[src/rtl/jsq2_pulse_gen.sv]
// ---------------------------------------------------------------------------
// jsq2_pulse_gen
//
// Triggered delayed-pulse generator. A single-cycle strobe on en arms an
// internal counter. dout then stays low for DELAY clocks and goes high for
// exactly WIDTH clocks. While a pulse is in flight, further triggers are
// ignored. A trigger that arrives on the clock edge where the run finishes
// is accepted, and it starts the next pulse with identical timing.
//
// Parameters
//   DELAY  clocks dout stays low after the trigger edge (>= 1)
//   WIDTH  clocks dout stays high (>= 1)
//   CNT_W  counter width, 2**CNT_W >= DELAY+WIDTH
//
// Ports
//   clk    in   system clock, rising-edge active
//   rst_n  in   asynchronous active-low reset
//   en     in   trigger strobe, sampled on rising clk
//   dout   out  delayed pulse, driven directly from a flop
// ---------------------------------------------------------------------------
module jsq2_pulse_gen #(
   parameter int DELAY = 3,
   parameter int WIDTH = 2,
   parameter int CNT_W = 3
) (
   input  logic clk,
   input  logic rst_n,
   input  logic en,
   output logic dout
);

   localparam logic [0:0] IDLE = 1'b0;
   localparam logic [0:0] RUN  = 1'b1;

   // Counter value at which dout first goes high, and the last value of a run.
   localparam logic [CNT_W-1:0] HIGH_START = CNT_W'(DELAY);
   localparam logic [CNT_W-1:0] LAST_CNT   = CNT_W'(DELAY + WIDTH - 1);

   logic [0:0]       state;
   logic [0:0]       state_nxt;
   logic [CNT_W-1:0] cnt;
   logic [CNT_W-1:0] cnt_nxt;
   logic             dout_nxt;

   // Next-state / counter logic. In RUN, cnt holds the number of edges seen
   // since the trigger edge. The final edge of a run also samples en, so that
   // back-to-back triggers produce pulses with no lost clock.
   always_comb begin
      state_nxt = state;
      cnt_nxt   = cnt;
      case (state)
         IDLE: begin
            if (en) begin
               state_nxt = RUN;
               cnt_nxt   = '0;
            end
         end
         RUN: begin
            if (cnt == LAST_CNT) begin
               state_nxt = en ? RUN : IDLE;
               cnt_nxt   = '0;
            end else begin
               cnt_nxt = cnt + CNT_W'(1);
            end
         end
         default: begin
            state_nxt = IDLE;
            cnt_nxt   = '0;
         end
      endcase
   end

   // dout is decoded from the next state, then registered. This places the
   // high window exactly on edges T+DELAY .. T+DELAY+WIDTH-1. There is no
   // combinational path from en to the output.
   always_comb begin
      dout_nxt = (state_nxt == RUN) && (cnt_nxt >= HIGH_START) && (cnt_nxt <= LAST_CNT);
   end

   always_ff @(posedge clk or negedge rst_n) begin
      if (!rst_n) begin
         state <= IDLE;
         cnt   <= '0;
         dout  <= 1'b0;
      end else begin
         state <= state_nxt;
         cnt   <= cnt_nxt;
         dout  <= dout_nxt;
      end
   end

endmodule

[config.mk]
export PLATFORM = sky130hd
export DESIGN_NAME = jsq2_pulse_gen
export DESIGN_NICKNAME = d
export VERILOG_FILES = /design/src/rtl/jsq2_pulse_gen.sv
export SDC_FILE = /design/constraint.sdc
export NUM_CORES = 1
export LEC_CHECK = 0
export ABC_AREA = 0
export CAP_MARGIN = 20
export CORE_AREA = 2 2 39 41
export CTS_BUF_LIST = sky130_fd_sc_hd__clkbuf_4 sky130_fd_sc_hd__clkbuf_8 sky130_fd_sc_hd__clkbuf_16
export DETAILED_ROUTE_END_ITERATION = 10
export DIE_AREA = 0 0 41 43
export PLACE_DENSITY = 0.45
export SLEW_MARGIN = 10
export SYNTH_ARGS = -nofsm -noshare
export SYNTH_HDL_FRONTEND = slang
export SYNTH_SLANG_ARGS = --single-unit
[constraint.sdc]
create_clock -name clk -period 1.3 [get_ports clk]
set_input_delay 0.13 -clock clk [delete_from_list [all_inputs] [get_ports clk]]
set_output_delay 0.13 -clock clk [all_outputs]
set_load 0.01 [all_outputs]
==> metrics.csv, run 1 <==
metric,value,unit
Layout area overhead,33.6,%
final worst path period share,94.3,%
endpoints failing hold,0,
largest net degree at the start of global routing,10,
row count,14,
core footprint,1380,um2
I/O pin count,4,
CTS tree,built,
# fillers,143,
syn_nets,29,
Setup TNS Final,0,ns
vias post-DR,204,
worst vdd ir,0.627,mV
pre-CTS WS,0.00968,ns
largest family of logic cells by synthesized area,simple AND/OR/NAND/NOR gates,
Pins Over Slew Limit,0,
I/O Buffers,3,
register area share after synthesis,47.4,%
Mean Syn Cell Area,11.0,um2
Placed Cells incl. Taps,42,
gpl congestion,0.720,
WL per Instance,9.65,um
setup violators final,0,
Pre-Repair DR Iteration Count,2,
Iter 0 DRT Violations,2,
data arrival time of the critical path,1.39,ns
# nets final,38,
"Reg clk slew, reported paths",0.04,ns
"commonest non-fill, non-tap cell in the layout",dfrtp_1,
Worst Reg-to-Reg Cells,4,
TritonCTS Buffers,3,
vias per cell,4.25,
Max Cap Violations,0,
post-synthesis xor/xnor area fraction,0,%
Mapped Area,264,um2
H-tree Lvls,1,
final core occ,25.5,%
Skew-Pair Late Insertion Delay,0.24,ns
Hold WC Path Type,in -> async,
Compound-Gate Fraction of Synth Area,12.3,%
CP Class,reg -> reg,
DRC,0,
Pwr Density,2620,nW/um2
cell count after synthesis,24,
Leak,0.153,nW
Clk Tree Root Cell,clkbuf_4,
Max clock buf depth,2,
Yosys cell types,17,
Congestion Overflow GR,0,
die area,1760,um2
CTS sink cnt,5,
worst-path fanout max,4,
Total Routing Usage GR,7.07,%
fin cells,48,
FMAX,0.816,GHz
YS warnings,0,
Ant. Diodes,0,
max_slew headroom,83.1,%
Initial Util,19.1,%
simple-gate share of the synthesized area,19.9,%
"flops & latches, synth",5,
mux share of post-synthesis cell area,3.79,%
worst slew pin tran,0.253,ns
Routed Antenna Nets,0,
Die Ht,43,um
CP Launch Type,flip-flop,
Setup Skew,0.00244,ns
status,finished clean,
Final Worst Setup Slack,0.0744,ns
Tmin final,1.23,ns
vias in the first global route,169,
adder-cell area share of the yosys netlist,9.48,%
Critical Path RT,1.46,ns
Chip Width,41,um
layout cell share with drive strength beyond 1,34.4,%
Routed WL,463,um
CP endpoint kind,flip-flop,
most frequent cells in the layout,"dfrtp_1, clkbuf_4, clkdlybuf4s50_1",
first-pass GRT wire length,683,um
antenna violations before repair,0,
==> report_power, final <==
group / switching [mW] / internal [mW] / leakage [nW] / total, mW
Sequential: 0.0637 / 0.229 / 0.0591 / 0.293
Combinational: 0.182 / 0.249 / 0.0752 / 0.431
Clock: 0.0632 / 0.137 / 0.0184 / 0.200
Total: 0.309 / 0.615 / 0.153 / 0.924
==> synthesized netlist by cell type (all sizes together) <==
cell type | n | area [um2]
inv | 2 | 7.50
nand4b | 1 | 8.76
or3 | 1 | 6.26
o21ba | 1 | 10.0
ha | 2 | 25.0
a21oi | 1 | 5.00
mux2i | 1 | 10.0
buf | 1 | 11.3
nand2 | 2 | 7.51
dfrtp | 5 | 125
nand3 | 1 | 5.00
nand2b | 1 | 6.26
o21ai | 2 | 10.0
o31ai | 1 | 7.51
nor3b | 1 | 12.5
nand4 | 1 | 6.26
==> timing repair <==
| item | 4_1_cts | 5_1_grt |
|---|---|---|
| pin swaps | 1 | 2 |
| setup endpoints to repair | 1 | 1 |
| endpoints found under the hold margin | 0 | 0 |
| setup buffers | 0 | 2 |
| hold buffers | 0 | 0 |
| resized for setup | 0 | 2 |
==> per-layer routing <==
layer | routed length [um] | GRT usage, %
met5 | 0 | 0
met4 | 4 | 10.0
met3 | 32 | 4.71
met2 | 226 | 7.81
met1 | 200 | 6.89
==> worst paths after layout <==
kind / startpoint / end / slack (ns)
max in group asynchronous: rst_n / cnt[0] / 0.97
min in group clk: en / cnt[1] / 0.54
worst max-delay path: cnt[0] / dout / 0.07
worst max register to register: cnt[0] / dout / 0.07
worst min register to register: cnt[0] / cnt[0] / 0.58
worst min-delay path: rst_n / cnt[2] / 0.12
==> metrics by stage <==
step	power, mW	hold slack (ns)	cell area, um2
2_1_floorplan	0.593	-0.166	264
3_3_place_gp	0.648	0.375	303
3_5_place_dp	0.661	0.383	303
4_1_cts	0.872	0.121	333
5_1_grt	1.02	0.121	353
6_report	0.924	0.122	353
==> state kept, by name (all words and copies together) (netlist names) <==
name / cells
dout: 1
state: 1
cnt: 3
==> worst max-delay path: stages, from the launching register on <==
cell,delay [ns]
dfrtp_1,0.42
ha_2,0.22
nor3b_2,0.17
o21ba_2,0.17
mux2i_1,0.17
==> area by class of cell <==
class | count | area (um2) | share of cell area (%)
sequential | 5 | 125 | 35.5
multi-input combinational | 16 | 125 | 35.5
tap | 16 | 20.0 | 5.67
clock buffer | 4 | 30.0 | 8.51
timing repair buffer | 5 | 45.0 | 12.8
inverter | 2 | 7.51 | 2.13
==> kinds of logic after synthesis <==
| logic type | Yosys count |
|---|---|
| adders and majority gates | 2 |
| and+or+nand+nor | 8 |
| muxes | 1 |
| buffers and inverters | 3 |
| DFF | 5 |
| AOI/OAI and AO/OA | 5 |
No activity file was read; power rests on OpenSTA's default activity.
==> run 2: changes to the inputs <==
- SLEW_MARGIN: 10 -> 20
==> results of run 2 <==
Final layout, timing and power as in run 1 (identical DEF).
